`src/rtl/step_motor_phase_gen.sv`:
```
`default_nettype none
// ============================================================================
//  Module   : step_motor_phase_gen
//  Purpose  : Stepper coil phase sequencer (full/half step) with signed
//             position tracking, limit-switch stop and abort.
//  Revision : 1.0 - initial release
// ============================================================================
module step_motor_phase_gen #(
    parameter int CNT_W = 16,
    parameter int POS_W = 32
) (
    input  logic             clk,
    input  logic             reset,
    input  logic             cmd_valid,
    output logic             cmd_ready,
    input  logic [CNT_W-1:0] cmd_steps,
    input  logic             cmd_dir,
    input  logic [CNT_W-1:0] cmd_period,
    input  logic             half_step,
    input  logic             hold_en,
    input  logic             abort,
    input  logic             pos_clr,
    input  logic             limit_pos,
    input  logic             limit_neg,
    output logic             AX,
    output logic             AY,
    output logic             BX,
    output logic             BY,
    output logic             busy,
    output logic             done,
    output logic             fault_limit,
    output logic [POS_W-1:0] position
);

    localparam logic [0:0]       c_IDLE     = 1'b0;
    localparam logic [0:0]       c_RUN      = 1'b1;
    localparam logic [CNT_W-1:0] c_CNT_ONE  = CNT_W'(1);
    localparam logic [CNT_W-1:0] c_CNT_TWO  = CNT_W'(2);
    localparam logic [POS_W-1:0] c_POS_ONE  = POS_W'(1);
    localparam logic [POS_W-1:0] c_POS_TWO  = POS_W'(2);

    logic [0:0]       r_state;
    logic [2:0]       r_index;
    logic [POS_W-1:0] r_position;
    logic [CNT_W-1:0] r_steps_left;
    logic [CNT_W-1:0] r_period_cnt;
    logic [CNT_W-1:0] r_reload;
    logic             r_dir;
    logic             r_half;
    logic             r_done;
    logic             r_fault;
    logic [3:0]       r_coils;
    logic             r_lim_pos_meta, r_lim_pos_sync;
    logic             r_lim_neg_meta, r_lim_neg_sync;

    logic [0:0]       w_state_nxt;
    logic [2:0]       w_index_nxt;
    logic [POS_W-1:0] w_pos_nxt;
    logic [CNT_W-1:0] w_steps_nxt;
    logic [CNT_W-1:0] w_cnt_nxt;
    logic [CNT_W-1:0] w_reload_nxt;
    logic             w_dir_nxt;
    logic             w_half_nxt;
    logic             w_done_nxt;
    logic             w_fault_nxt;
    logic             w_accept;
    logic             w_limit_hit;
    logic [2:0]       w_idx_delta;
    logic [POS_W-1:0] w_pos_delta;
    logic [CNT_W-1:0] w_cmd_reload;

    // Coil pattern {AX, AY, BX, BY} for each phase index
    function automatic logic [3:0] f_phase(input logic [2:0] idx);
        case (idx)
            3'd0:    f_phase = 4'b1000;
            3'd1:    f_phase = 4'b1010;
            3'd2:    f_phase = 4'b0010;
            3'd3:    f_phase = 4'b0110;
            3'd4:    f_phase = 4'b0100;
            3'd5:    f_phase = 4'b0101;
            3'd6:    f_phase = 4'b0001;
            default: f_phase = 4'b1001;
        endcase
    endfunction

    assign busy        = (r_state == c_RUN);
    assign cmd_ready   = ~busy & ~reset;
    assign done        = r_done;
    assign fault_limit = r_fault;
    assign position    = r_position;
    assign {AX, AY, BX, BY} = r_coils;

    assign w_accept     = cmd_valid & cmd_ready;
    assign w_limit_hit  = r_dir ? r_lim_pos_sync : r_lim_neg_sync;
    assign w_idx_delta  = r_half ? 3'd1 : 3'd2;
    assign w_pos_delta  = r_half ? c_POS_ONE : c_POS_TWO;
    assign w_cmd_reload = (cmd_period < c_CNT_TWO) ? c_CNT_ONE : (cmd_period - c_CNT_ONE);

    always_comb begin
        w_state_nxt  = r_state;
        w_index_nxt  = r_index;
        w_pos_nxt    = r_position;
        w_steps_nxt  = r_steps_left;
        w_cnt_nxt    = r_period_cnt;
        w_reload_nxt = r_reload;
        w_dir_nxt    = r_dir;
        w_half_nxt   = r_half;
        w_done_nxt   = 1'b0;
        w_fault_nxt  = r_fault;
        if (r_state == c_IDLE) begin
            if (pos_clr) begin
                w_pos_nxt = '0;
            end
            if (w_accept) begin
                w_dir_nxt    = cmd_dir;
                w_half_nxt   = half_step;
                w_reload_nxt = w_cmd_reload;
                w_cnt_nxt    = w_cmd_reload;
                w_steps_nxt  = cmd_steps;
                w_fault_nxt  = 1'b0;
                if (cmd_steps == '0) begin
                    w_done_nxt = 1'b1;
                end else begin
                    w_state_nxt = c_RUN;
                    // Full-step runs two-phase-on, so leave a single-coil phase first
                    if (!half_step && !r_index[0]) begin
                        w_index_nxt = cmd_dir ? (r_index + 3'd1) : (r_index - 3'd1);
                    end
                end
            end
        end else begin
            if (abort || (r_steps_left == '0)) begin
                w_state_nxt = c_IDLE;
                w_done_nxt  = 1'b1;
            end else if (r_period_cnt == '0) begin
                if (w_limit_hit) begin
                    w_state_nxt = c_IDLE;
                    w_done_nxt  = 1'b1;
                    w_fault_nxt = 1'b1;
                end else begin
                    w_index_nxt = r_dir ? (r_index + w_idx_delta) : (r_index - w_idx_delta);
                    w_pos_nxt   = r_dir ? (r_position + w_pos_delta) : (r_position - w_pos_delta);
                    w_steps_nxt = r_steps_left - c_CNT_ONE;
                    w_cnt_nxt   = r_reload;
                end
            end else begin
                w_cnt_nxt = r_period_cnt - c_CNT_ONE;
            end
        end
    end

    always_ff @(posedge clk or posedge reset) begin
        if (reset) begin
            r_state        <= c_IDLE;
            r_index        <= 3'd0;
            r_position     <= '0;
            r_steps_left   <= '0;
            r_period_cnt   <= '0;
            r_reload       <= '0;
            r_dir          <= 1'b0;
            r_half         <= 1'b0;
            r_done         <= 1'b0;
            r_fault        <= 1'b0;
            r_coils        <= 4'b0000;
            r_lim_pos_meta <= 1'b0;
            r_lim_pos_sync <= 1'b0;
            r_lim_neg_meta <= 1'b0;
            r_lim_neg_sync <= 1'b0;
        end else begin
            r_state        <= w_state_nxt;
            r_index        <= w_index_nxt;
            r_position     <= w_pos_nxt;
            r_steps_left   <= w_steps_nxt;
            r_period_cnt   <= w_cnt_nxt;
            r_reload       <= w_reload_nxt;
            r_dir          <= w_dir_nxt;
            r_half         <= w_half_nxt;
            r_done         <= w_done_nxt;
            r_fault        <= w_fault_nxt;
            r_coils        <= ((w_state_nxt == c_RUN) || hold_en) ? f_phase(w_index_nxt) : 4'b0000;
            r_lim_pos_meta <= limit_pos;
            r_lim_pos_sync <= r_lim_pos_meta;
            r_lim_neg_meta <= limit_neg;
            r_lim_neg_sync <= r_lim_neg_meta;
        end
    end

endmodule
`default_nettype wire

```
`config.mk`:
```
export PLATFORM = sky130hd
export DESIGN_NAME = step_motor_phase_gen
export DESIGN_NICKNAME = d
export VERILOG_FILES = /design/src/rtl/step_motor_phase_gen.sv
export SDC_FILE = /design/constraint.sdc
export NUM_CORES = 1
export LEC_CHECK = 0
export ABC_AREA = 1
export CAP_MARGIN = 20
export CORE_MARGIN = 2
export CORE_UTILIZATION = 59
export CTS_BUF_LIST = sky130_fd_sc_hd__clkbuf_8
export CTS_CLUSTER_DIAMETER = 60
export DETAILED_ROUTE_END_ITERATION = 10
export PLACE_DENSITY = 0.94
export SYNTH_ARGS = -nofsm -noshare
export SYNTH_HDL_FRONTEND = slang
export SYNTH_SLANG_ARGS = --single-unit
```
`constraint.sdc`:
```
create_clock -name clk -period 4.4 [get_ports clk]
set_clock_uncertainty 0.15 [all_clocks]
set_input_delay 0.66 -clock clk [delete_from_list [all_inputs] [get_ports clk]]
set_output_delay 0.66 -clock clk [all_outputs]
set_load 0.005 [all_outputs]
```
Yosys cells after proc, flatten, opt, wreduce, memory -nomap -nowiden --
Index checks and enable logic that the tools add are counted.
Storage, ports and cells: register bits after elaboration 96, latch bits 0, memory bits (writable) 0, memory bits (read-only) 0, word-level logic and storage cells 104, memories 0
Cells by class: $add $sub $neg 9, multiply operators 0, div/mod/pow operators 0, order comparisons 1, eq/ne operators 11, shift-type cells 0, mux-type cells 48, bitwise gates (word level) 4, reductions and logical operators 16
Operators by type and width (count):
- 32-bit 2-to-1 mux | 6
- 16-bit 2-to-1 mux | 11
- 16-bit zero test | 3
- 16-bit by 1-bit subtractor with 16-bit output (second input constant) | 3
- 32-bit by 2-bit adder with 32-bit output | 1
- 32-bit by 2-bit subtractor with 32-bit output | 1
- 4-bit one-hot mux with 7 select lines | 1
- 3-bit 2-to-1 mux | 9
- 1-bit 2-to-1 mux | 18
- 16-bit by 2-bit < comparator with 1-bit output (second input constant) | 1
- 4-bit AND reduction | 3
- 3-bit == test (second input constant) | 3
- 3-bit by 2-bit == test with 1-bit output (second input constant) | 2
- 2-bit 2-to-1 mux | 2
- 4-bit 2-to-1 mux | 1
- 2-bit by 1-bit != test with 1-bit output (second input constant) | 2
- 2-bit != test (second input constant) | 2
- 2-bit nonzero test | 2
- 3-bit by 1-bit adder with 3-bit output (second input constant) | 1
- 3-bit by 2-bit adder with 3-bit output | 1
- 3-bit by 1-bit == test with 1-bit output (second input constant) | 1
- 3-bit zero test | 1
- 3-bit != test (second input constant) | 1
- 3-bit AND reduction | 1
- 8 further kinds | 12

Longest topological paths before layout --
depth in word-level cells 10, mapped depth 17

Worst setup path before layout --
Ideal clock, no wire load.
path kind register to register, start register r_dir, end register r_position[28], in the netlist position[28], library setup time 0.117 ns, data arrival time 2.017 ns, path slack 2.116 ns, stages on the path, launching flop included 14, buffers on the path 1, cell sequence dfrtp_1 > buf_6 > inv_2 > ha_1 > a21oi_1 > nor2_1 > nor2_1 > nor2_1 > nor2_1 > nor2_1 > nor2_1 > nand3_1 > nand3_1 > nand2_1
Between the ends: longest elaborated chain between the ends 5, elaborated cells between the ends (all ways) 8
RTL lines:
- from (decl) | line 48 | logic r_dir;
- from (signal assigned) | line 176 | r_dir <= w_dir_nxt;
- 32-bit 2-to-1 mux | line 142 | w_pos_nxt = r_dir ? (r_position + w_pos_delta) : (r_position - w_pos_delta);
- 32-bit 2-to-1 mux | line 136 | if (w_limit_hit) begin
- 32-bit 2-to-1 mux | line 135 | end else if (r_period_cnt == '0) begin
- 32-bit 2-to-1 mux | line 132 | if (abort || (r_steps_left == '0)) begin
- 32-bit 2-to-1 mux | line 110 | if (r_state == c_IDLE) begin
- to (signal assigned) | line 172 | r_position <= w_pos_nxt;
- to (decl) | line 44 | logic [POS_W-1:0] r_position;
Several ways; a longest one is shown, not always the timed one. The select of a mux whose other input is x is not followed. A chain may end at the register's enable or synchronous reset.

Final worst setup path --
start register r_dir, end register r_position[21], in the netlist position[21]
Same word-level chain as after synthesis.

==> results.py <==
metrics = {
    "run_status": {
        "status": "completed",
    },
    "timing": {
        "worst_pin_slew_ps": 826,
        "max_freq_mhz": 351,
        "rsz0062_at_grt": "no",
        "post-route-min-period_ps": 2850,
        "hold_viol": 0,
        "hold_slack_ps": 206,
        "slew_headroom": 0.449,
        "period_share": 0.648,
        "slew_viol_final": 0,
        "setup_viol": 0,
        "final.setup.tns_ps": 0,
    },
    "global_routing": {
        "grt_max_degree": 68,
        "antenna_found_initial": 0,
        "grt-ovfl-total": 0,
        "track_usage": 0.293,
        "grt_pass1_wl_um": 32400,
        "grt_pass1_vias": 7347,
    },
    "cells_and_area": {
        "final_cell_mix": "nand2_1 (335), nor2_1 (130), inv_1 (105), dfrtp_1 (96)",
        "fin_nets": 1266,
        "antenna_cells": 0,
        "final_common_cell": "nand2_1",
        "layout-drive-gt1-share": 0.0606,
        "area_delta_synth_final_pct": 14.8,
    },
    "floorplanning": {
        "core_area_mm2": 0.0125,
        "die_w_um": 117,
        "row_count": 41,
        "fp.dieH_um": 117,
        "io_pins": 82,
        "die_area_mm2": 0.0136,
        "start_util": 0.598,
    },
    "synthesis": {
        "ys.flop_type": "dfrtp_1",
        "synth_fp_nets": 1197,
        "ys_ff_latch": 96,
        "async_reset_ff_frac": 1.00,
        "yosysWarnings": 0,
        "yosysSeqAreaShare": 0.321,
        "synth_cell_types": 45,
        "syn_inst": 1116,
        "syn_avg_cell_area_um2": 6.70,
        "synth_edf_count": 0,
        "syn_area_mm2": 0.00748,
    },
    "critical_path": {
        "startpoint": "r_dir",
        "required_ps": 4560,
        "endpoint": "position[21]",
        "worst_setup_path_end_kind": "register",
        "startpoint_type": "register",
        "critPathKind": "reg2reg",
        "cp.arrival_ps": 3020,
        "reg2regPathDepth": 13,
        "rr_startpoint": "r_dir",
        "cp_max_fo": 31,
        "rr_endpoint": "position[21]",
        "r2r_setup_slack_ps": 1550,
    },
    "clock_tree": {
        "cts_tree": "done",
        "clk_latency_ps": 380,
        "cts_hold_buf": 0,
        "cts_buffers": 9,
        "path_clk_slew_ps": 90,
        "ctsResizeCount": 0,
        "cts_setup_buffers": 0,
        "clk_path_buf_depth": 2,
        "root_buffer": "clkbuf_8",
        "cts_sinks": 96,
        "h-tree-depth": 3,
    },
    "pwr": {
        "p_per_area_mw_per_mm2": 408,
        "leakagePower_nw": 4.27,
        "ir_drop_mv": 0.226,
        "sw_frac_of_total": 0.418,
        "pwr-share-seq": 0.366,
        "internal_power_mw": 2.04,
        "pwr-share-clk": 0.206,
        "power_switching_mw": 1.46,
        "power_frac_comb": 0.428,
    },
    "detailed_routing": {
        "drtAntennaViolNets": 0,
        "wirelength_um": 18900,
        "drc": 0,
        "via_per_inst": 5.63,
        "vias": 7667,
        "firstDrtPassIters": 6,
        "drt_iter0_markers": 631,
        "detail_route.wl_per_cell_um": 13.9,
    },
    "placed_design": {
        "io_buffers": 81,
        "place_congestion": 0.955,
        "dp_hpwl_um": 14300,
    },
    "hold_path": {
        "holdCritPathClass": "reg2reg",
    },
    "job": {
        "maxCapViolCount": 0,
    },
}
-- cells by family (layout without fill, tap and decap cells) --
family,after synthesis,after routing,synth area share
AND/OR/NAND/NOR,612,612,0.348
AO/OA/AOI/OAI,208,208,0.155
buffers and inverters,141,214,0.0835
flip-flops,96,96,0.321
adder cells (fa/ha/maj),39,39,0.0682
XOR/XNOR,20,20,0.0234
-- layout make-up --
class	count	area (um2)
inverters	115	439
clock inverters	5	104
repair buffers	84	833
flip-flops and latches	96	2400
multi-input cells	879	4450
clock buffers	10	138
well taps	172	215
fillers	1065	3930
-- power groups by stage --
stage / logic, mW / registers [mW] / clock network, mW
2_1_floorplan: 1.12 / 1.24 / 0
3_3_place_gp: 1.41 / 1.29 / 0
3_5_place_dp: 1.47 / 1.29 / 0
4_1_cts: 1.49 / 1.28 / 0.724
5_1_grt: 1.71 / 1.31 / 0.765
6_report: 1.50 / 1.28 / 0.720
-- sequential cells by signal, indices dropped and copies added (netlist names) --
register and cells:
r_lim_neg_meta 1, r_period_cnt 16, r_lim_pos_sync 1, r_steps_left 16, busy 1, r_coils 4, position 32, r_half 1
r_lim_pos_meta 1, r_reload 16, r_lim_neg_sync 1, fault_limit 1, done 1, r_dir 1, r_index 3
-- layer usage --
metal,track usage,vias up,share of wire
li1,-,3790,-
met1,0.364,3496,0.42
met2,0.514,328,0.48
met3,0.0436,53,0.062
met4,0.119,0,0.031
met5,0,-,0
-- synthesized netlist by cell type, types with 5 or more instances --
cell type	number	share of area
a21oi_1	55	0.037
a31oi_1	5	0.0042
buf_2	6	0.0040
buf_6	10	0.015
clkbuf_1	8	0.0040
dfrtp_1	96	0.32
ha_1	36	0.060
inv_1	106	0.053
inv_2	8	0.0040
nand2_1	335	0.17
nand2_2	12	0.010
nand3_1	81	0.054
nand4_1	8	0.0067
nor2_1	130	0.065
nor2_2	8	0.0067
nor2_4	6	0.0090
nor3_1	15	0.010
o211ai_1	12	0.012
o21ai_0	72	0.048
o21ai_1	40	0.027
o21bai_1	5	0.0050
o22ai_1	5	0.0042
or2_2	6	0.0050
xnor2_1	8	0.0094
xor2_1	12	0.014
-- through the flow --
step	worst slack [ps]	instance area, um2	std cells	total power [mW]	util
3_5_place_dp	1410	8340	1346	2.76	0.667
3_3_place_gp	1510	8340	1346	2.70	0.667
5_1_grt	1340	8590	1361	3.78	0.686
4_1_cts	1580	8590	1361	3.49	0.686
6_report	1550	8590	1361	3.50	0.686
2_1_floorplan	1080	7480	1116	2.36	-
-- worst max-delay path: stages, from the launching register on --
cell and delay, ps:
dfrtp_1 490, inv_2 490, ha_1 390, a21oi_1 270
nor2_1 70, nor2_1 140, nor2_1 60, nor2_1 130
nand2_1 140, nand2_1 80, nand2_1 100, nand2_1 80
nand2_1 50, o21ai_1 120
-- worst min path at each step --
stage          slack (ps)             end  depth (start not counted)           start
2_1_floorplan         180  r_lim_neg_sync                          0  r_lim_neg_meta
3_3_place_gp          190  r_lim_pos_sync                          0  r_lim_pos_meta
3_5_place_dp          190  r_lim_pos_sync                          0  r_lim_pos_meta
4_1_cts               210  r_lim_pos_sync                          0  r_lim_pos_meta
5_1_grt               210  r_lim_pos_sync                          0  r_lim_pos_meta
6_report              210  r_lim_pos_sync                          0  r_lim_pos_meta
Note: power is estimated with default switching activity, not from simulation.
